$ cat config.mk
export PLATFORM = sky130hd
export DESIGN_NAME = pcie_block_dispatcher
export DESIGN_NICKNAME = d
export VERILOG_FILES = /design/src/rtl/pcie_block_dispatcher_pkg.sv /design/src/rtl/pcie_block_dispatcher_dispatch_fifo.sv /design/src/rtl/pcie_block_dispatcher.sv
export SDC_FILE = /design/constraint.sdc
export NUM_CORES = 2
export LEC_CHECK = 0
export ABC_AREA = 1
export CAP_MARGIN = 20
export CORE_MARGIN = 2
export CORE_UTILIZATION = 50
export DETAILED_ROUTE_END_ITERATION = 10
export PLACE_DENSITY = 0.79
export SLEW_MARGIN = 20
export SYNTH_ARGS = -nofsm -noshare
export SYNTH_HDL_FRONTEND = slang
export SYNTH_SLANG_ARGS = --single-unit
$ cat constraint.sdc
create_clock -name clk -period 53.8 [get_ports clk]
set_input_delay 16.14 -clock clk [delete_from_list [all_inputs] [get_ports clk]]
set_output_delay 16.14 -clock clk [all_outputs]
set_load 0.005 [all_outputs]
$ cat src/rtl/pcie_block_dispatcher_pkg.sv
// Shared types and constants for the PCIe block dispatcher: mesh geometry,
// flit layout, tagging FSM encoding and node-to-coordinate conversion.
package pcie_block_dispatcher_pkg;

   localparam int X              = 2;
   localparam int Y              = 2;
   localparam int DATA_WIDTH     = 256;
   localparam int PCK_NUM        = 3;

   // Coordinate fields keep at least one bit so a 1-wide mesh still has a field.
   localparam int X_SIZE         = (X > 1) ? $clog2(X) : 1;
   localparam int Y_SIZE         = (Y > 1) ? $clog2(Y) : 1;
   localparam int XY_SIZE        = X_SIZE + Y_SIZE;
   localparam int TOTAL_WIDTH    = X_SIZE + Y_SIZE + PCK_NUM + DATA_WIDTH;
   localparam int ROWS_PER_BLOCK = 2 ** PCK_NUM;
   localparam int NODES          = X * Y;
   localparam int NODE_W         = (NODES > 1) ? $clog2(NODES) : 1;

   typedef enum logic [0:0] {
      IDLE   = 1'b0,
      STREAM = 1'b1
   } state_t;

   // Node n sits at column n % X, row n / X; packed as {y, x}.
   function automatic logic [XY_SIZE-1:0] node_to_xy(input logic [NODE_W-1:0] node);
      int unsigned      n;
      logic [X_SIZE-1:0] x;
      logic [Y_SIZE-1:0] y;
      n = 32'(node);
      x = X_SIZE'(n % unsigned'(X));
      y = Y_SIZE'(n / unsigned'(X));
      return {y, x};
   endfunction

endpackage

$ cat src/rtl/pcie_block_dispatcher_dispatch_fifo.sv
// Small synchronous FIFO with a registered head: o_dout only changes when a
// new head is loaded, so it holds its last value once the FIFO drains.
// Simultaneous push and pop while full is accepted.
module dispatch_fifo #(
   parameter int WIDTH = 8,
   parameter int DEPTH = 2
) (
   input  logic             clk,
   input  logic             rst,
   input  logic             i_push,
   input  logic [WIDTH-1:0] i_din,
   input  logic             i_pop,
   output logic [WIDTH-1:0] o_dout,
   output logic             o_full,
   output logic             o_empty
);

   localparam int PW = (DEPTH > 1) ? $clog2(DEPTH) : 1;
   localparam int CW = PW + 1;

   logic [WIDTH-1:0] r_mem [DEPTH];
   logic [PW-1:0]    r_wr_ptr;
   logic [PW-1:0]    r_rd_ptr;
   logic [CW-1:0]    r_count;
   logic [WIDTH-1:0] r_dout;

   logic             w_do_push;
   logic             w_do_pop;
   logic [PW-1:0]    w_rd_next;
   logic [CW-1:0]    w_count_next;
   logic [WIDTH-1:0] w_dout_next;

   assign o_full    = (r_count == CW'(DEPTH));
   assign o_empty   = (r_count == CW'(0));
   assign o_dout    = r_dout;
   assign w_do_pop  = i_pop && !o_empty;
   assign w_do_push = i_push && (!o_full || w_do_pop);
   assign w_rd_next = r_rd_ptr + PW'(1);

   // Occupancy update from the push/pop pair.
   always_comb begin
      w_count_next = r_count;
      case ({w_do_push, w_do_pop})
         2'b10:   w_count_next = r_count + CW'(1);
         2'b01:   w_count_next = r_count - CW'(1);
         default: w_count_next = r_count;
      endcase
   end

   // Next head: the following entry on a pop, the incoming word when it lands in an empty slot.
   always_comb begin
      w_dout_next = r_dout;
      if (w_do_pop && (r_count > CW'(1))) begin
         w_dout_next = r_mem[w_rd_next];
      end else if (w_do_push && ((r_count == CW'(0)) || (w_do_pop && (r_count == CW'(1))))) begin
         w_dout_next = i_din;
      end else begin
         w_dout_next = r_dout;
      end
   end

   // Storage, pointers, occupancy and registered head.
   always_ff @(posedge clk or posedge rst) begin
      if (rst) begin
         for (int i = 0; i < DEPTH; i++) begin
            r_mem[i] <= '0;
         end
         r_wr_ptr <= '0;
         r_rd_ptr <= '0;
         r_count  <= '0;
         r_dout   <= '0;
      end else begin
         if (w_do_push) begin
            r_mem[r_wr_ptr] <= i_din;
            r_wr_ptr        <= r_wr_ptr + PW'(1);
         end
         if (w_do_pop) begin
            r_rd_ptr <= w_rd_next;
         end
         r_count <= w_count_next;
         r_dout  <= w_dout_next;
      end
   end

endmodule

$ cat src/rtl/pcie_block_dispatcher.sv
// Host ingress bridge: tags each 256-bit PCIe row with its row index and a
// per-block destination PE, buffers it and emits it as one NoC flit.
// Blocks of ROWS_PER_BLOCK rows go round-robin to nodes 1..X*Y-1.
// Optional build macro DISPATCH_STATS_EN adds o_blocks_sent / o_stall_cycles.
module pcie_block_dispatcher
   import pcie_block_dispatcher_pkg::*;
#(
   parameter int FIFO_DEPTH = 2
) (
   input  logic                   clk,
   input  logic                   rst,
   input  logic                   i_valid,
   input  logic [DATA_WIDTH-1:0]  i_data,
   output logic                   o_ready,
   output logic                   w_valid_pe,
   output logic [TOTAL_WIDTH-1:0] w_data_pe,
   input  logic                   w_ready_pe,
`ifdef DISPATCH_STATS_EN
   output logic [31:0]            o_blocks_sent,
   output logic [31:0]            o_stall_cycles,
`endif
   output logic                   o_busy
);

   localparam logic [PCK_NUM-1:0] LAST_ROW   = PCK_NUM'(ROWS_PER_BLOCK - 1);
   localparam logic [NODE_W-1:0]  DEST_FIRST = NODE_W'((NODES > 1) ? 1 : 0);
   localparam logic [NODE_W-1:0]  DEST_LAST  = NODE_W'(NODES - 1);

   state_t               r_state;
   state_t               w_state_next;
   logic [PCK_NUM-1:0]   r_row_cnt;
   logic [PCK_NUM-1:0]   w_row_cnt_next;
   logic [NODE_W-1:0]    r_dest;
   logic [NODE_W-1:0]    w_dest_next;
   logic                 r_init;

   logic                 w_full;
   logic                 w_empty;
   logic                 w_pop;
   logic                 w_accept;
   logic [TOTAL_WIDTH-1:0] w_flit;

   assign w_valid_pe = !w_empty;
   assign w_pop      = w_valid_pe && w_ready_pe;
   // A pop in the same cycle frees the slot the incoming row needs.
   assign o_ready    = r_init && (!w_full || w_pop);
   assign w_accept   = i_valid && o_ready;
   assign o_busy     = (r_state == STREAM) || !w_empty;
   assign w_flit     = {i_data, r_row_cnt, node_to_xy(r_dest)};

   // Holds o_ready low until the first clock after reset release.
   always_ff @(posedge clk or posedge rst) begin
      if (rst) begin
         r_init <= 1'b0;
      end else begin
         r_init <= 1'b1;
      end
   end

   // Tagging FSM, row counter and per-block destination registers.
   always_ff @(posedge clk or posedge rst) begin
      if (rst) begin
         r_state   <= IDLE;
         r_row_cnt <= '0;
         r_dest    <= DEST_FIRST;
      end else begin
         r_state   <= w_state_next;
         r_row_cnt <= w_row_cnt_next;
         r_dest    <= w_dest_next;
      end
   end

   // Next state: count rows, and on the last row of a block rotate the destination.
   always_comb begin
      w_state_next   = r_state;
      w_row_cnt_next = r_row_cnt;
      w_dest_next    = r_dest;
      case (r_state)
         IDLE: begin
            if (w_accept) begin
               w_state_next   = STREAM;
               w_row_cnt_next = PCK_NUM'(1);
            end else begin
               w_state_next   = IDLE;
            end
         end
         STREAM: begin
            if (w_accept) begin
               if (r_row_cnt == LAST_ROW) begin
                  w_state_next   = IDLE;
                  w_row_cnt_next = '0;
                  if (NODES == 1) begin
                     w_dest_next = '0;
                  end else if (r_dest == DEST_LAST) begin
                     w_dest_next = DEST_FIRST;
                  end else begin
                     w_dest_next = r_dest + NODE_W'(1);
                  end
               end else begin
                  w_row_cnt_next = r_row_cnt + PCK_NUM'(1);
               end
            end else begin
               w_state_next = STREAM;
            end
         end
         default: begin
            w_state_next   = IDLE;
            w_row_cnt_next = '0;
         end
      endcase
   end

   dispatch_fifo #(
      .WIDTH (TOTAL_WIDTH),
      .DEPTH (FIFO_DEPTH)
   ) u_fifo (
      .clk     (clk),
      .rst     (rst),
      .i_push  (w_accept),
      .i_din   (w_flit),
      .i_pop   (w_ready_pe),
      .o_dout  (w_data_pe),
      .o_full  (w_full),
      .o_empty (w_empty)
   );

`ifdef DISPATCH_STATS_EN
   logic [PCK_NUM-1:0] w_head_pck;
   assign w_head_pck = w_data_pe[XY_SIZE +: PCK_NUM];

   // Counts completed blocks leaving the node and cycles the NoC back-pressures a valid flit.
   always_ff @(posedge clk or posedge rst) begin
      if (rst) begin
         o_blocks_sent  <= 32'd0;
         o_stall_cycles <= 32'd0;
      end else begin
         if (w_pop && (w_head_pck == LAST_ROW)) begin
            o_blocks_sent <= o_blocks_sent + 32'd1;
         end
         if (w_valid_pe && !w_ready_pe) begin
            o_stall_cycles <= o_stall_cycles + 32'd1;
         end
      end
   end
`endif

endmodule
* Word level (Yosys, flattened, before mapping) *
Cells that the tools add are included.

storage, ports and cells
  flip-flop bits (word level) = 794
  logic and storage cells = 67

cells by class
  add/subtract/negate cells = 6
  $lt $le $gt $ge = 4
  equal/unequal tests = 8
  multiplexer cells = 18
  bitwise gates (word level) = 3
  reductions and logical operators = 18

operator list
  kind                 number
  $mux 261             6
  $bwmux 522           1
  $demux 261 s1        1
  $mux 3               3
  $logic_and 1x1->1    8
  $eq 2x2->1 const B   3
  $pmux 3 s2           1
  $add 2x1->2 const B  2
  $eq 2x1->1 const B   2
  $ge 2x2->1 const B   2
  $ne 2x1->1 const B   2
  $not 1->2            2
  $pmux 2 s2           1
  $reduce_bool 2->1    2
  $add 3x1->3 const B  1
  $eq 3x3->1 const B   1
  $logic_or 1x1->1     3
  $mux 1               3
  $reduce_and 3->1     1
  $add 1x1->1 const B  2
  $gt 2x1->1 const B   1
  $logic_not 1->1      2
  $logic_not 2->1      1
  $lt 2x1->1 const B   1
  other kinds (5)      5

* Longest topological paths before layout *
  depth after elaboration = 10
  depth in mapped cells = 12
  mapped depth without buffers = 10

* Modules after synthesis *
A second synthesis with hierarchy kept.

second synthesis, totals
  cell total of the unflattened synthesis = 5,101
  area, all modules = 36,850.3 µm²

by module, submodules not included
  module                 instances  cells an instance  area an instance (µm²)  seq. area each (µm²)
  dispatch_fifo          1          5,056              36,443.7                19,693.9
  pcie_block_dispatcher  1          45                 406.6                   176.4

* Worst setup path before layout *
Ideal clock, no wire load.

  kind = input to output
  start = in w_ready_pe
  end = out o_ready
  data arrival time = 16,836 ps
  data required time = 37,660 ps
  path slack = 20,824 ps
  stages on the path = 4
  buffers on the path = 2
  cells stage by stage = nand2_4 -> a21boi_4 -> buf_2 -> clkbuf_1

between the ends
  word-level cells in the longest chain between the ends = 3

RTL lines
  item                line                         source
  start: declaration  pcie_block_dispatcher.sv:17  input logic w_ready_pe,
  $logic_and 1x1->1   pcie_block_dispatcher.sv:44  assign w_pop = w_valid_pe && w_ready_pe;
  $logic_or 1x1->1    pcie_block_dispatcher.sv:46  assign o_ready = r_init && (!w_full || w_pop);
  $logic_and 1x1->1   pcie_block_dispatcher.sv:46
  end: declaration    pcie_block_dispatcher.sv:14  output logic o_ready,

Every way passes these cells.

* Worst setup path in the final report *
Ends and elaborated chain as after synthesis.

==> run summary <==
outcome - complete, no violations
CP Cell Sequence - clkdlybuf4s50_1 > nand2_4 > a21boi_4 > clkdlybuf4s50_1
critical path fanouts, max - 5
Syn Nets - 5469
peak per-stage delay on the critical path - 570 ps
Area after DPL - 43600 µm²
DR WL met3 - 10.0 mm
Area contributors post-synth - dfrtp_1 (52%), nand2_1 (31%), nand4_1 (8.6%)
# IOs - 524
Leak - 24.8 nW
total grt overflow - 0
maximum clock frequency - 29.6 MHz
CTS buffer count - 87
Longest Clk Path Bufs - 3
fin nets - 5695
CTS tree - done
Yosys top cell area share - 51.7%
Place WS - 19970 ps
largest net degree at the start of global routing - 218
cell with the most instances after synthesis - nand2_1
Max-Cap Viols - 0
RSZ-0062 raised after global routing - false
cell mode on critical path - clkdlybuf4s50_1
DIE AREA - 79000 µm²
Pwr Total - 2.75 mW
Max transition margin - 22.1%
total core area - 75900 µm²
setup slack, reg-to-reg - 49230 ps
register area share after synthesis - 51.7%
Detail Placement HPWL - 63.9 mm
finished layout cell area - 46600 µm²
DRT Wirelength - 118 mm
Top Layer Used - met5
clock latency at the later pin of the worst-skew pair - 650 ps
crit path kind - in2out
initial antenna violation count - 30
Post-synth top cells - nand2_1 (3148), dfrtp_1 (793), nand4_1 (525)
Hold-fix buffers, CTS - 0
pwr dens - 59.0 nW/µm²
EDFF count, synth - 0
vias - 36571
Post-CTS Resized - 0
Crit-path slowest cell - clkdlybuf4s50_1
setup TNS - 0 ps
Final Max Tran Viols - 0
CTS Root Cell - clkbuf_16
DR pass1 iterations - 6
CTS H-tree depth - 3
clock sinks - 794
netlist area before placement - 38400 µm²
wire length on met2 - 56.1 mm
Synth cell types - 21
worst hold path class - reg2reg
placed cells - 6369
hold path endpoint - u_fifo.r_mem[117]
Post-route DRC - 0
FFs w/ async S/R, synth - 100%
routed len/inst - 18.1 µm
hold path startpoint - u_fifo.r_mem[117]
port bufs - 523
r2r endpoint - u_fifo.r_mem[107]
Detailed Route Iter0 Violations - 3796
Worst-Margin Slew - 1170 ps
final worst setup slack - 19980 ps
Synth Instances - 5202
Crit. End Element - output pin
Starting Density - 50.6%
Hold Crit Depth - 2
vias in the first global route - 35278
vias per cell - 5.59
syn_area_per_cell - 7.38 µm²
final-report hold violation count - 0
Post CTS Setup Buffer Count - 0
largest area contributor in the netlist - dfrtp_1
YS warnings - 0
first-pass GRT wire length - 190 mm
post-route insts no fill - 6546
Die Wd - 281 µm
post-route ant nets - 0
Area Overhead vs Synth - 21.4%
skew final - 23.3 ps
ys flop type - dfrtp_1
VDD IR-drop max - 0.0427 mV
Die Height - 281 µm
Critical R2R Launch - u_fifo.r_count[0]
reg2reg path depth - 11
Clock transition at path regs - 60 ps
gpl congestion - 0.827
# rows - 101
Arr. time, crit path - 17680 ps
Final setup violation count - 0
Tcrit/Tclk final - 62.9%
wl on met1 - 46.7 mm
share of cells above drive strength 1 - 3.70%
Synth Register Bits - 794
Worst EP required - 37660 ps
CP Launch Type - primary input
Tmin final - 33820 ps
Total GRT Usage - 29.7%
-- power breakdown --
group	leakage [nW]	switching [mW]	total, mW	internal, mW
sequential	9.90	0.177	1.05	0.876
combinational	13.4	0.656	1.07	0.412
clock	1.49	0.253	0.629	0.376
total	24.8	1.09	2.75	1.66
-- cells in the final DEF, fill, tap and decap left out --
cell	synthesis	layout
nand2_1	3148	3148
dfrtp_1	793	791
nand4_1	525	525
clkdlybuf4s50_1	0	522
nand3_1	265	263
clkbuf_16	0	88
buf_4	9	40
diode_2	0	23
clkbuf_8	0	19
clkinv_2	0	15
inv_1	13	12
clkbuf_1	236	11
bufinv_16	0	10
ha_1	7	7
o21ai_0	6	6
buf_12	0	5
inv_8	0	4
inv_6	0	3
inv_16	0	3
nand3_4	0	2
xnor2_1	2	2
clkinvlp_4	0	2
clkinv_4	0	2
dfrtp_4	0	2
inv_2	4	1
nand2_4	1	1
a21boi_4	1	1
nor2_4	0	1
nand2_8	0	1
xor2_1	1	1
a21oi_1	1	1
clkinv_8	0	1
buf_8	0	1
dfstp_2	1	1
conb_1	1	1
-- critical path: cells and delay by family --
family	cells	cell delay [ps]
buf+inv	2	1110
compound gates	1	320
simple gates	1	110
-- registers in the layout (all words and copies together) (netlist names) --
| name | flops |
|---|---|
| r_dest | 2 |
| r_init | 1 |
| r_row_cnt | 3 |
| r_state | 1 |
| u_fifo.o_dout | 261 |
| u_fifo.r_count | 2 |
| u_fifo.r_mem | 522 |
| u_fifo.r_rd_ptr | 1 |
| u_fifo.r_wr_ptr | 1 |
-- cell families after synthesis --
logic type               count (synthesis)  share of synthesized area, %
buffers and inverters                  448                          4.98
flip-flops                             794                          51.7
XOR/XNOR                                 3                        0.0684
adder cells (fa/ha/maj)                  7                         0.228
AND/OR/NAND/NOR                       3941                          42.8
other                                    1                       0.00976
AO/OA/AOI/OAI                            8                         0.140
-- cell type report --
type	instances	area [µm²]
Fill cell	6594	29300
Clock buffer	118	2500
Inverter	17	93.8
Tap cell	1030	1290
Multi-Input combinational cell	3960	16700
Antenna cell	23	57.6
Sequential cell	794	19900
Timing Repair Buffer	568	5640
Clock inverter	36	510
-- worst max-delay path by stage --
stage / start / endpoint / slack (ps) / depth (start not counted)
global placement: w_ready_pe / o_ready / 19960 / 4
detailed placement: w_ready_pe / o_ready / 19970 / 4
CTS: w_ready_pe / o_ready / 19970 / 4
finish: w_ready_pe / o_ready / 19980 / 4
floorplan: rst / r_dest[1] / 15370 / 1
global route: w_ready_pe / o_ready / 19940 / 4
-- metrics by stage --
step / utilization [%] / hold slack, ps
after floorplan: - / 442
after global placement: 57.4 / 453
after detailed placement: 57.4 / 458
after CTS: 61.3 / 472
after global routing: 61.4 / 485
final: 61.4 / 468
-- per-layer routing --
metal	vias to the layer above	track usage, %
li1	17180	-
met1	17484	38.3
met2	1583	47.6
met3	306	5.97
met4	18	15.1
met5	-	0
Power figures use the tool's default switching activity.
